[src/rtl/stim_pkg.sv]
// Shared types and LFSR helpers for the stimulus generator.
package stim_pkg;

   typedef enum logic [1:0] {
      M_RANDOM = 2'd0,
      M_WALK   = 2'd1,
      M_COUNT  = 2'd2,
      M_HOLD   = 2'd3
   } mode_t;

   typedef enum logic [1:0] {
      S_IDLE = 2'd0,
      S_RUN  = 2'd1,
      S_DONE = 2'd2
   } state_t;

   localparam logic [31:0] LFSR_MASK = 32'h8020_0003;

   // One step of the right-shifting Galois LFSR.
   function automatic logic [31:0] lfsr_step(input logic [31:0] v);
      return v[0] ? ((v >> 1) ^ LFSR_MASK) : (v >> 1);
   endfunction

   // A zero seed would lock the LFSR up, so it falls back to the default.
   function automatic logic [31:0] seed_fix(input logic [31:0] v, input logic [31:0] fallback);
      return (v == '0) ? fallback : v;
   endfunction

endpackage

[src/rtl/stim_lfsr.sv]
// 32-bit Galois LFSR with seed load; load and en together step from the new seed.
module stim_lfsr
   import stim_pkg::*;
#(
   parameter logic [31:0] SEED = 32'hACE1_2468
) (
   input  logic        clock,
   input  logic        DEFAULT_RESET,
   input  logic        en,
   input  logic        load,
   input  logic [31:0] load_val,
   output logic [31:0] value
);

   logic [31:0] base;

   always_comb base = load ? seed_fix(load_val, SEED) : value;

   always_ff @(posedge clock or negedge DEFAULT_RESET) begin
      if (!DEFAULT_RESET) begin
         value <= SEED;
      end else if (en) begin
         value <= lfsr_step(base);
      end else if (load) begin
         value <= base;
      end
   end

endmodule

[src/rtl/stim_gen.sv]
// Stimulus generator: IDLE/RUN/DONE sequencer emitting TRACE_LEN words in one of
// four modes (random, walking one, count, hold).
module stim_gen
   import stim_pkg::*;
#(
   parameter int unsigned N_CH      = 10,
   parameter int unsigned CH_W      = 2,
   parameter int unsigned TRACE_LEN = 10,
   parameter logic [31:0] SEED      = 32'hACE1_2468
) (
   input  logic                   clock,
   input  logic                   DEFAULT_RESET,
   input  logic                   start,
   input  logic                   abort,
   input  logic [1:0]             mode,
   input  logic                   seed_load,
   input  logic [31:0]            seed_val,
   output logic [N_CH*CH_W-1:0]   stim,
   output logic                   stim_valid,
   output logic                   busy,
   output logic                   done,
   output logic [15:0]            cyc_cnt
);

   localparam int unsigned W = N_CH * CH_W;

   if (W < 1 || W > 32) begin : g_bad_width
      $error("stim_gen: N_CH*CH_W must be 1..32");
   end
   if (TRACE_LEN < 1 || TRACE_LEN > 65535) begin : g_bad_len
      $error("stim_gen: TRACE_LEN must be 1..65535");
   end
   if (SEED == 32'h0) begin : g_bad_seed
      $error("stim_gen: SEED must be non-zero");
   end

   state_t        state, state_nxt;
   mode_t         mode_q, mode_nxt;
   logic [W-1:0]  stim_nxt;
   logic [15:0]   cnt_nxt;
   logic          lfsr_en, lfsr_load;
   logic [31:0]   lfsr_val, seed_eff, lfsr_adv, unused_adv;

   function automatic logic [W-1:0] rotl1(input logic [W-1:0] x);
      return (x << 1) | (x >> (W - 1));
   endfunction

   // A seed loaded in the start cycle must already be visible to the first word.
   assign lfsr_load  = seed_load && (state == S_IDLE);
   assign seed_eff   = lfsr_load ? seed_fix(seed_val, SEED) : lfsr_val;
   assign lfsr_adv   = lfsr_step(seed_eff);
   assign unused_adv = lfsr_adv;

   stim_lfsr #(
      .SEED(SEED)
   ) u_lfsr (
      .clock         (clock),
      .DEFAULT_RESET (DEFAULT_RESET),
      .en            (lfsr_en),
      .load          (lfsr_load),
      .load_val      (seed_val),
      .value         (lfsr_val)
   );

   always_comb begin
      state_nxt = state;
      mode_nxt  = mode_q;
      stim_nxt  = '0;
      cnt_nxt   = cyc_cnt;
      lfsr_en   = 1'b0;
      case (state)
         S_IDLE: begin
            if (start) begin
               state_nxt = S_RUN;
               mode_nxt  = mode_t'(mode);
               cnt_nxt   = 16'd1;
               lfsr_en   = (mode_t'(mode) != M_HOLD);
               case (mode_t'(mode))
                  M_RANDOM: stim_nxt = lfsr_adv[W-1:0];
                  M_WALK:   stim_nxt = W'(1);
                  M_COUNT:  stim_nxt = '0;
                  M_HOLD:   stim_nxt = seed_eff[W-1:0];
                  default:  stim_nxt = '0;
               endcase
            end
         end
         S_RUN: begin
            // abort wins over completion of the final word
            if (abort) begin
               state_nxt = S_IDLE;
            end else if (cyc_cnt == 16'(TRACE_LEN)) begin
               state_nxt = S_DONE;
            end else begin
               cnt_nxt = cyc_cnt + 16'd1;
               lfsr_en = (mode_q != M_HOLD);
               case (mode_q)
                  M_RANDOM: stim_nxt = lfsr_adv[W-1:0];
                  M_WALK:   stim_nxt = rotl1(stim);
                  M_COUNT:  stim_nxt = stim + W'(1);
                  M_HOLD:   stim_nxt = stim;
                  default:  stim_nxt = '0;
               endcase
            end
         end
         S_DONE:  state_nxt = S_IDLE;
         default: state_nxt = S_IDLE;
      endcase
   end

   always_ff @(posedge clock or negedge DEFAULT_RESET) begin
      if (!DEFAULT_RESET) begin
         state   <= S_IDLE;
         mode_q  <= M_RANDOM;
         stim    <= '0;
         cyc_cnt <= '0;
      end else begin
         state   <= state_nxt;
         mode_q  <= mode_nxt;
         stim    <= stim_nxt;
         cyc_cnt <= cnt_nxt;
      end
   end

   assign busy       = (state == S_RUN);
   assign stim_valid = busy;
   assign done       = (state == S_DONE);

endmodule

[config.mk]
export PLATFORM = sky130hd
export DESIGN_NAME = stim_gen
export DESIGN_NICKNAME = d
export VERILOG_FILES = /design/src/rtl/stim_pkg.sv /design/src/rtl/stim_lfsr.sv /design/src/rtl/stim_gen.sv
export SDC_FILE = /design/constraint.sdc
export NUM_CORES = 1
export LEC_CHECK = 0
export ABC_AREA = 1
export BUFFER_PORTS_ARGS = -buffer_cell sky130_fd_sc_hd__buf_2
export CAP_MARGIN = 15
export CELL_PAD_IN_SITES_DETAIL_PLACEMENT = 1
export CELL_PAD_IN_SITES_GLOBAL_PLACEMENT = 1
export CORE_MARGIN = 10
export CORE_UTILIZATION = 37
export DETAILED_ROUTE_END_ITERATION = 8
export GPL_ROUTABILITY_DRIVEN = 0
export PLACE_DENSITY = 0.76
export SLEW_MARGIN = 20
export SYNTH_ARGS = -nofsm -noshare
export SYNTH_HDL_FRONTEND = slang
export SYNTH_HIERARCHICAL = 1
export SYNTH_SLANG_ARGS = --single-unit
[constraint.sdc]
create_clock -name clock -period 1.8 [get_ports clock]
set_clock_uncertainty 0.1 [all_clocks]
set_input_delay 0.27 -clock clock [delete_from_list [all_inputs] [get_ports clock]]
set_output_delay 0.27 -clock clock [all_outputs]
set_load 0.02 [all_outputs]
==> flow_metrics.py, run 1 <==
metrics = {
    "sta": {
        "hold_viol": 0,
        "hold_ws_ps": 40.7,
        "finalCritPeriodShare_pct": 104,
        "setup_viol": 27,
        "timing.final.crit_period_ps": 1860,
        "maxSlewViolCount": 0,
        "maxSlewHeadroom_pct": 71.1,
        "finalWorstSetupSlack_ps": -63.4,
        "rsz0062_at_grt": "yes",
        "fmax_mhz": 537,
        "worst_pin_slew_ps": 433,
    },
    "floorplanning": {
        "die-width_um": 145,
        "rows": 45,
        "dieHeight_um": 145,
        "io_pins": 78,
        "initial_utilization_pct": 37.8,
        "design.core.area_um2": 15300,
        "die_area_um2": 21000,
    },
    "critical_path": {
        "cp-start-kind": "flop",
        "cp.arrival_ps": 1990,
        "cp.required_ps": 1930,
        "cp-end-kind": "flop",
        "critPathTopFamily": "buffers and inverters",
        "crit_path_max_fanout": 21,
        "crit_buf_inv": 4,
        "crit_chain": "buf_4, nor2_4, inv_4, nor2_4, nand2_4, o22ai_4, clkinv_4, buf_12, nand2_1, o21ai_1",
        "slowest_delay_ps": 420,
        "criticalPathCategory": "reg -> reg",
        "cp_slowest_cell": "dfrtp_1",
        "cpMostUsedCell": "nor2_4",
    },
    "pwr": {
        "power_switching_mw": 3.30,
        "seqPwrFrac_pct": 31.2,
        "power.static_leakage_nw": 3.79,
        "power.total_mw": 7.94,
        "p_clk_share_pct": 23.2,
        "swShare_pct": 41.6,
        "p_per_area_nw_per_um2": 1040,
        "combPwrFrac_pct": 45.6,
        "ir_drop_v": 0.000437,
        "p_int_mw": 4.64,
    },
    "detailed_routing": {
        "finalWirelength_um": 21500,
        "drtIter0Drc": 381,
        "via_per_inst": 5.14,
        "antenna_left": 0,
        "drc": 0,
        "firstDrtPassIters": 4,
        "vias": 6507,
        "routedWlPerCell_um": 16.9,
    },
    "logic_synthesis": {
        "syn-num-nets": 944,
        "synth_area_leader_cell": "dfrtp_1",
        "syn_area_per_cell_um2": 6.41,
        "yosysTopAreaCellShare_pct": 25.6,
        "yosysWarnings": 6,
        "ys_ff_latch": 72,
        "ys.flop_type": "dfrtp_1",
        "ys_seq_area_share_pct": 31.5,
        "synth_edf_count": 0,
        "async_flop_share_pct": 100,
        "synthTopCellsByArea": "dfrtp_1, nand2_1, dfstp_2",
        "syn_inst": 899,
        "synth.distinct_cells": 49,
        "syn_area_um2": 5770,
    },
    "grt": {
        "grt_max_degree": 31,
        "grt_pass1_vias": 6495,
        "grt_use_total_pct": 20.0,
        "busiest_layer": "met2",
        "grtUsageMet3_pct": 2.18,
        "grt.overflow.total": 0,
        "antenna_found_initial": 0,
        "met2_usage_pct": 33.3,
        "grt_use_met1_pct": 26.6,
        "grt_pass1_wl_um": 33900,
    },
    "cts": {
        "cts_tree": "built",
        "h-tree-depth": 3,
        "clk_pin_slew_ps": 60,
        "cts_inserted_buffers": 9,
        "clockBufferDepth": 2,
        "root_buffer": "clkbuf_16",
        "cts.sinks": 72,
        "worstSkewPairLatency_ps": 350,
    },
    "placement": {
        "pre_cts_slack_ps": -147,
        "placedCellCount": 1235,
        "place.port_buffers": 77,
        "dpl.hpwl_um": 15900,
    },
    "run_status": {
        "run_status": "finished, violations left",
        "failed_checks": "negative setup slack",
    },
    "final_layout": {
        "final_nets": 1095,
        "finalNonFillerCells": 1266,
        "postLayoutCoreUtil_pct": 49.9,
        "drive_above_1_share_pct": 29.4,
        "diodes": 0,
        "syn_to_final_growth_pct": 32.1,
    },
    "run": {
        "cap_violations": 0,
    },
    "worst_hold_path": {
        "worstHoldPathType": "in -> reg",
    },
}
area by class of cell:
cell class / instances / area (um2)
Multi-Input combinational cell: 738 / 3730
Fill cell: 2039 / 7640
Tap cell: 211 / 264
Timing Repair Buffer: 174 / 1260
Inverter: 55 / 231
Clock buffer: 11 / 243
Sequential cell: 72 / 1830
Clock inverter: 5 / 56.3
power groups by stage:
stage               Clock (mW)  Sequential (mW)  Combinational [mW]
floorplan                    0             2.58                1.94
global route              1.95             2.55                4.00
finish                    1.84             2.48                3.62
CTS                       1.87             2.45                3.33
detailed placement           0             2.47                3.25
global placement             0             2.44                3.18
routing by layer:
metal / vias up / wire [um] / share of wire, %
li1: 3202 / - / -
met1: 3154 / 9930 / 46
met2: 125 / 10400 / 49
met3: 26 / 703 / 3.3
met4: 0 / 373 / 1.7
met5: - / 0 / 0
synth_stat cells, types with 6 or more instances:
master and instances:
buf_2 11, nand2_1 390, inv_1 47, dfrtp_1 59, nand2_2 10, dfstp_2 13, nor3_1 7, nand4_1 8
o21ai_1 8, or2_2 14, o211ai_1 17, xor2_1 10, ha_1 6, nor2_1 80, o21ai_0 38, a21oi_1 34
clkbuf_1 9, nand3_1 65
timing repair:
| action | CTS | global route |
|---|---|---|
| gates cloned | 0 | 3 |
| resized for setup | 13 | 69 |
| hold buffers | 1 | 0 |
| buffers inserted | 1 | 10 |
| endpoints found under the setup margin | 32 | 66 |
| pin swaps | 5 | 14 |
| endpoints found under the hold margin | 24 | 0 |
cell usage in the layout, fill, tap and decap left out, types with 6 or more instances in the layout:
| cell | instances |
|---|---|
| dfstp_2 | 13 |
| or2_2 | 12 |
| o21ai_1 | 12 |
| nand2_4 | 6 |
| dfrtp_2 | 7 |
| dfrtp_1 | 52 |
| nand4_1 | 8 |
| a21oi_1 | 34 |
| o21ai_2 | 7 |
| buf_2 | 74 |
| buf_12 | 9 |
| nand2_2 | 17 |
| buf_4 | 85 |
| nor2_1 | 77 |
| o211ai_1 | 17 |
| nand2_1 | 382 |
| clkbuf_16 | 9 |
| inv_2 | 7 |
| nand3_1 | 60 |
| o21ai_0 | 29 |
| xor2_1 | 8 |
| inv_1 | 42 |
stage by stage:
step           TNS [ps]  instance area [um2]
2_1_floorplan      -802                 5810
3_3_place_gp       -177                 6910
3_5_place_dp      -1190                 6910
4_1_cts            -148                 7260
5_1_grt           -5200                 7610
6_report           -931                 7610
logic make-up (layout without fill, tap and decap cells):
family	count (synthesis)	in the layout	synth area share, %
AOI/OAI and AO/OA	121	121	12.8
muxes	2	2	0.347
xor gates and xnor gates	10	10	1.52
and+or+nand+nor	597	599	44.1
buffers and inverters	91	245	8.42
DFF	72	72	31.5
adders and majority gates	6	6	1.30
registers in the layout, summed over array words and instances, names as in the netlist:
signal	count
u_lfsr/value	32
stim	20
cyc_cnt	16
mode_q	2
state	2
path summary, 6_finish.rpt:
path,startpoint,end,slack (ps),cells past startpoint
worst max register to register,state[1],u_lfsr/value[1],-60,10
worst max-delay path,state[1],u_lfsr/value[1],-60,10
min in group asynchronous,DEFAULT_RESET,cyc_cnt[4],320,2
max in group asynchronous,DEFAULT_RESET,u_lfsr/value[21],670,3
worst min register to register,u_lfsr/value[27],u_lfsr/value[27],460,2
worst min-delay path,abort,state[1],40,2
No activity file was read; power rests on OpenSTA's default activity.
==> inputs of run 2 (changes only) <==
--- a/config.mk
+++ b/config.mk
@@ -12,11 +12,11 @@
 export CELL_PAD_IN_SITES_GLOBAL_PLACEMENT = 1
 export CORE_MARGIN = 10
 export CORE_UTILIZATION = 37
+export CTS_BUF_LIST = sky130_fd_sc_hd__clkbuf_2 sky130_fd_sc_hd__clkbuf_4 sky130_fd_sc_hd__clkbuf_8
 export DETAILED_ROUTE_END_ITERATION = 8
 export GPL_ROUTABILITY_DRIVEN = 0
-export PLACE_DENSITY = 0.76
+export PLACE_DENSITY = 0.73
 export SLEW_MARGIN = 20
 export SYNTH_ARGS = -nofsm -noshare
 export SYNTH_HDL_FRONTEND = slang
-export SYNTH_HIERARCHICAL = 1
 export SYNTH_SLANG_ARGS = --single-unit
==> constraint.sdc (replaced) <==
create_clock -name clock -period 2.3 [get_ports clock]
set_clock_uncertainty 0.1 [all_clocks]
set_input_delay 0.345 -clock clock [delete_from_list [all_inputs] [get_ports clock]]
set_output_delay 0.345 -clock clock [all_outputs]
set_load 0.02 [all_outputs]
==> flow_metrics.py, run 2 <==
metrics = {
    "pwr": {
        "power.total_mw": 5.25,
        "ir_drop_v": 0.000308,
        "p_per_area_nw_per_um2": 867,
        "power.static_leakage_nw": 2.99,
    },
    "logic_synthesis": {
        "ys.flop_type": "dfrtp_1",
        "yosysMostFrequentCell": "nand2_1",
        "syn_inst": 789,
        "synth.distinct_cells": 44,
        "syn_area_um2": 5170,
        "ys_ff_latch": 72,
        "synth_area_leader_cell": "dfrtp_1",
        "syn_area_per_cell_um2": 6.55,
        "async_flop_share_pct": 100,
        "synthTopCellsByArea": "dfrtp_1, nand2_1, dfstp_2",
        "yosysTopAreaCellShare_pct": 28.6,
        "syn-num-nets": 834,
        "ys_seq_area_share_pct": 35.2,
        "yosysWarnings": 0,
        "synthTopCellsByCount": "nand2_1, nor2_1, dfrtp_1, inv_1, o21ai_0",
        "synth_edf_count": 0,
    },
    "sta": {
        "finalWorstSetupSlack_ps": 219,
        "finalCritPeriodShare_pct": 90.5,
        "maxSlewViolCount": 0,
        "hold_viol": 0,
        "hold_ws_ps": 110,
        "maxSlewHeadroom_pct": 70.7,
        "fmax_mhz": 480,
        "timing.final.crit_period_ps": 2080,
        "worst_pin_slew_ps": 428,
        "rsz0062_at_grt": "no",
        "fin_tns_setup_ps": 0,
        "setup_viol": 0,
    },
    "detailed_routing": {
        "drc": 0,
        "firstDrtPassIters": 5,
        "via_per_inst": 5.22,
        "drtIter0Drc": 398,
        "routedWlPerCell_um": 17.4,
        "vias": 5538,
        "antenna_left": 0,
        "finalWirelength_um": 18400,
    },
    "cts": {
        "h-tree-depth": 3,
        "cts_tree": "built",
        "worstSkewPairLatency_ps": 370,
        "cts_inserted_buffers": 9,
        "root_buffer": "clkbuf_8",
        "clockBufferDepth": 2,
        "cts.sinks": 72,
        "clk_pin_slew_ps": 80,
    },
    "floorplanning": {
        "die-width_um": 138,
        "design.core.area_um2": 13800,
        "rows": 43,
        "initial_utilization_pct": 37.5,
        "dieHeight_um": 138,
        "die_area_um2": 19100,
        "io_pins": 78,
    },
    "grt": {
        "grt_max_degree": 73,
        "grt_pass1_vias": 5775,
        "grt_pass1_wl_um": 30400,
        "grt.overflow.total": 0,
        "antenna_found_initial": 2,
        "grt_use_total_pct": 18.8,
    },
    "critical_path": {
        "r2r-start": "stim[1]",
        "cp.arrival_ps": 2290,
        "crit_chain": "ha_1, nand3_1, nor2_1, nand2_1, nor2_2, a21oi_1, o21ai_0, nand2_1, nand2_1, nand2_1, nand2_1",
        "slowest_delay_ps": 440,
        "cp-end-kind": "flop",
        "worst_r2r_path_depth": 11,
        "r2r-end": "stim[18]",
        "cpMostUsedCell": "nand2_1",
        "crit_path_max_fanout": 6,
        "cp.required_ps": 2500,
        "crit_buf_inv": 0,
        "critPathTopFamily": "simple AND/OR/NAND/NOR gates",
        "cp_slowest_cell": "dfrtp_1",
        "cp-start-kind": "flop",
        "r2r_slack_ps": 220,
        "criticalPathCategory": "reg -> reg",
    },
    "final_layout": {
        "seq_area_um2": 1820,
        "final_common_cell": "nand2_1",
        "final_nets": 918,
        "most-common-layout-cells": "nand2_1, nor2_1, buf_2, dfrtp_1, inv_1",
        "largest_reg_flops": 32,
        "largest-register": "u_lfsr.value",
        "multi_input_area_um2": 2940,
        "fillCellCount": 1887,
        "design_area_um2": 6060,
        "syn_to_final_growth_pct": 17.2,
        "drive_above_1_share_pct": 20.0,
        "largestRegisters": "u_lfsr.value: 32 flops, stim: 20 flops, cyc_cnt: 16 flops",
    },
    "worst_hold_path": {
        "hold_end": "state[1]",
        "hold_path_depth": 2,
        "worstHoldPathType": "in -> reg",
        "hp-start": "abort",
    },
    "placement": {
        "dpl.hpwl_um": 14100,
        "pre_cts_slack_ps": 78.1,
        "place.port_buffers": 77,
        "place_area_um2": 5800,
    },
    "run": {
        "cap_violations": 0,
    },
    "run_status": {
        "run_status": "completed",
    },
}
run 2: report_power, final:
part | leakage [nW] | total (mW) | switching (mW) | internal, mW
Combinational | 1.98 | 2.26 | 1.52 | 0.744
Sequential | 0.906 | 1.91 | 0.261 | 1.65
Clock | 0.107 | 1.08 | 0.526 | 0.551
run 2: per-layer routing:
| layer | wire [um] | GRT usage, % | up-vias |
|---|---|---|---|
| met5 | 0 | 0 | - |
| met4 | 225 | 6.33 | 0 |
| met3 | 850 | 3.46 | 18 |
| met2 | 8470 | 29.0 | 127 |
| met1 | 8880 | 25.8 | 2686 |
| li1 | - | - | 2707 |
run 2: worst reg2reg max path: stages (launching register included):
cell	delay, ps
dfrtp_1	440
ha_1	230
nand3_1	140
nor2_1	210
nand2_1	170
nor2_2	200
a21oi_1	90
o21ai_0	200
nand2_1	70
nand2_1	60
nand2_1	50
nand2_1	60
run 2: layout make-up:
cell class              instances  share of cell area (%)
multi-input cells             621                    48.5
flip-flops and latches         72                    30.0
repair buffers                104                    10.2
inverters                      65                    4.30
clock buffers                  12                    2.52
clock inverters                 4                   0.743
diodes                          2                  0.0826
well taps                     180                    3.72
run 2: logic make-up (layout without fill, tap and decap cells):
logic type	count (synthesis)	in the layout	synth area share, %
mux	2	2	0.387
simple gates	464	464	37.3
fa+ha+maj	6	6	1.45
xor+xnor	8	8	1.50
compound gates	141	141	16.1
other cells	0	2	0
buf+inv	96	185	8.09
flops	72	72	35.2
run 2: worst max path at each step:
stage | slack, ps | end | depth (start not counted) | start
4_1_cts | 40 | stim[18] | 11 | stim[0]
6_report | 220 | stim[18] | 11 | stim[1]
3_5_place_dp | 80 | stim[18] | 12 | stim[0]
5_1_grt | 10 | stim[18] | 12 | stim[1]
3_3_place_gp | 190 | cyc_cnt[12] | 9 | cyc_cnt[0]
2_1_floorplan | 440 | stim[18] | 12 | stim[0]
run 2: what timing repair did:
item | CTS | global route
setup buffers | 0 | 4
gates resized for setup | 0 | 6
endpoints found under the hold margin | 59 | 0
setup endpoints to repair | 0 | 16
hold buffers | 1 | 0
run 2: metrics by stage:
step	instances	utilization, %
after floorplan	789	-
after global placement	1037	42.1
after detailed placement	1037	42.1
after CTS	1054	43.6
after global routing	1060	44.0
final	1060	44.0
==> inputs of run 3 (changes only) <==
--- a/config.mk
+++ b/config.mk
@@ -5,7 +5,6 @@
 export SDC_FILE = /design/constraint.sdc
 export NUM_CORES = 1
 export LEC_CHECK = 0
-export ABC_AREA = 1
 export BUFFER_PORTS_ARGS = -buffer_cell sky130_fd_sc_hd__buf_2
 export CAP_MARGIN = 15
 export CELL_PAD_IN_SITES_DETAIL_PLACEMENT = 1
@@ -15,7 +14,7 @@
 export CTS_BUF_LIST = sky130_fd_sc_hd__clkbuf_2 sky130_fd_sc_hd__clkbuf_4 sky130_fd_sc_hd__clkbuf_8
 export DETAILED_ROUTE_END_ITERATION = 8
 export GPL_ROUTABILITY_DRIVEN = 0
-export PLACE_DENSITY = 0.73
+export PLACE_DENSITY = 0.7
 export SLEW_MARGIN = 20
 export SYNTH_ARGS = -nofsm -noshare
 export SYNTH_HDL_FRONTEND = slang
==> constraint.sdc (replaced) <==
create_clock -name clock -period 2.1 [get_ports clock]
set_clock_uncertainty 0.1 [all_clocks]
set_input_delay 0.315 -clock clock [delete_from_list [all_inputs] [get_ports clock]]
set_output_delay 0.315 -clock clock [all_outputs]
set_load 0.02 [all_outputs]
==> flow_metrics.py, run 3 <==
metrics = {
    "detailed_routing": {
        "drc": 0,
        "firstDrtPassIters": 5,
        "wl_met1_um": 8790,
        "wl_met3_um": 1090,
        "antenna_left": 0,
        "routedWlPerCell_um": 23.9,
        "via_per_inst": 5.93,
        "vias": 5434,
        "dr_wl_met2_um": 11000,
        "drtIter0Drc": 421,
        "top_layer": "met4",
        "finalWirelength_um": 21900,
    },
    "cts": {
        "h-tree-depth": 3,
        "cts.sinks": 72,
        "clk_pin_slew_ps": 80,
        "clockBufferDepth": 2,
        "cts_tree": "built",
        "root_buffer": "clkbuf_8",
        "cts_inserted_buffers": 9,
        "worstSkewPairLatency_ps": 400,
    },
    "critical_path": {
        "crit_buf_inv": 3,
        "cp.required_ps": 2280,
        "cp.arrival_ps": 2400,
        "slowest_delay_ps": 430,
        "r2r-start": "state[0]",
        "crit_path_max_fanout": 7,
        "cp-end-kind": "flop",
        "cp_num_cells": 8,
        "worst_r2r_path_depth": 8,
        "critPathTopFamily": "compound AO/OA/AOI/OAI gates",
        "r2r-end": "stim[4]",
        "criticalPathCategory": "reg -> reg",
        "cp-start-kind": "flop",
        "cp_slowest_cell": "dfrtp_1",
        "crit_chain": "nor3b_4, buf_6, buf_12, buf_4, nand2b_1, o22ai_1, o21ai_2, o221a_2",
        "r2r_slack_ps": -120,
    },
    "grt": {
        "grt_pass1_wl_um": 31200,
        "grt.overflow.total": 0,
        "grt_max_degree": 40,
        "grt_use_total_pct": 22.2,
        "antenna_found_initial": 1,
        "grt_pass1_vias": 5737,
    },
    "logic_synthesis": {
        "syn-num-nets": 574,
        "synthTopCellsByCount": "dfrtp_1, nor2_1, nand2_1, a21oi_1, mux2i_1",
        "async_flop_share_pct": 100,
        "syn_area_per_cell_um2": 8.73,
        "synthTopCellsByArea": "dfrtp_1, dfstp_2, mux2i_1",
        "ys_ff_latch": 72,
        "yosysMostFrequentCell": "dfrtp_1",
        "synth_edf_count": 0,
        "yosysTopAreaCellShare_pct": 32.0,
        "yosysWarnings": 0,
        "syn_area_um2": 4620,
        "syn_inst": 529,
        "synth.distinct_cells": 64,
        "ys_seq_area_share_pct": 39.4,
        "ys.flop_type": "dfrtp_1",
        "synth_area_leader_cell": "dfrtp_1",
    },
    "floorplanning": {
        "initial_utilization_pct": 38.1,
        "io_pins": 78,
        "die-width_um": 132,
        "rows": 40,
        "dieHeight_um": 132,
        "die_area_um2": 17400,
        "design.core.area_um2": 12100,
    },
    "pwr": {
        "p_clk_share_pct": 17.1,
        "seqPwrFrac_pct": 30.6,
        "swShare_pct": 42.5,
        "power_switching_mw": 3.00,
        "power.static_leakage_nw": 3.17,
        "p_per_area_nw_per_um2": 991,
        "p_int_mw": 4.06,
        "combPwrFrac_pct": 52.3,
        "ir_drop_v": 0.000418,
    },
    "final_layout": {
        "syn_to_final_growth_pct": 54.3,
        "design_area_um2": 7130,
        "most-common-layout-cells": "buf_4, buf_2, nor2_1, dfrtp_1, nand2_1",
        "postLayoutCoreUtil_pct": 58.9,
        "largest_reg_flops": 32,
        "final_nets": 787,
        "final_common_cell": "buf_4",
        "drive_above_1_share_pct": 47.4,
        "largest-register": "u_lfsr.value",
        "largestRegisters": "u_lfsr.value: 32 flops, stim: 20 flops, cyc_cnt: 16 flops",
        "finalNonFillerCells": 916,
    },
    "sta": {
        "hold_ws_ps": 51.6,
        "finalWorstSetupSlack_ps": -121,
        "hold_viol": 0,
        "maxSlewHeadroom_pct": 55.8,
        "timing.final.crit_period_ps": 2220,
        "worst_pin_slew_ps": 644,
        "maxSlewViolCount": 0,
        "setup_viol": 27,
        "rsz0062_at_grt": "yes",
        "finalCritPeriodShare_pct": 106,
        "fmax_mhz": 450,
    },
    "run": {
        "cap_violations": 0,
    },
    "worst_hold_path": {
        "hp-start": "abort",
        "hold_end": "state[1]",
        "hold_path_depth": 2,
        "worstHoldPathType": "in -> reg",
    },
    "placement": {
        "dpl.hpwl_um": 14400,
        "place_area_um2": 6090,
        "placedCellCount": 863,
        "place.port_buffers": 77,
        "pre_cts_slack_ps": -139,
    },
    "run_status": {
        "run_status": "finished, violations left",
        "failed_checks": "negative setup slack",
    },
}
-- run 3: timing repair --
action / in CTS / in global routing
hold buffers: 1 / 0
gates resized for setup: 27 / 81
setup endpoints to repair: 45 / 62
pin swaps: 18 / 30
endpoints found under the hold margin: 12 / 0
setup buffers: 14 / 18
gates cloned: 4 / 1
-- run 3: worst max path at each step --
stage | startpoint | endpoint | slack (ps)
3_3_place_gp | cyc_cnt[8] | u_lfsr.value[0] | -130
3_5_place_dp | cyc_cnt[4] | u_lfsr.value[24] | -140
5_1_grt | state[0] | stim[0] | -230
4_1_cts | cyc_cnt[14] | u_lfsr.value[29] | -70
2_1_floorplan | stim[4] | stim[15] | 6
6_report | state[0] | stim[4] | -120
-- run 3: area by class of cell --
cell class / count / area [um2]
timing repair buffer: 235 / 1810
inverter: 10 / 37.5
clock buffer: 10 / 138
tap: 168 / 210
multi-input combinational: 414 / 3030
sequential: 72 / 1830
antenna: 1 / 2.50
clock inverter: 6 / 66.3
fill: 1431 / 4980
-- run 3: power groups by stage --
stage | Combinational (mW) | Clock [mW] | Sequential (mW)
after global routing | 3.90 | 1.27 | 2.19
after CTS | 3.15 | 1.21 | 2.11
after detailed placement | 2.93 | 0 | 2.12
final | 3.70 | 1.21 | 2.16
after global placement | 2.83 | 0 | 2.10
after floorplan | 1.44 | 0 | 2.26
-- run 3: logic make-up (layout without fill, tap and decap cells) --
kind of cell	count (synthesis)	count (layout)	synth area share (%)
and+or+nand+nor	199	199	21.6
xor gates and xnor gates	25	25	4.74
AOI/OAI and AO/OA	149	149	20.9
DFF	72	72	39.4
buffers and inverters	43	261	4.17
other	0	1	0
adders and majority gates	6	6	1.63
muxes	35	35	7.64
-- run 3: per-stage QoR --
step           TNS (ps)  power, mW
2_1_floorplan         0       3.70
3_3_place_gp      -2420       4.93
3_5_place_dp      -2690       5.06
4_1_cts            -533       6.47
5_1_grt           -4710       7.36
6_report          -1300       7.06
-- run 3: layer usage --
layer  vias up  global-route usage [%]
li1       2394                       -
met1      2744                    25.8
met2       223                    38.1
met3        73                    4.69
met4         0                    10.3
met5         -                       0
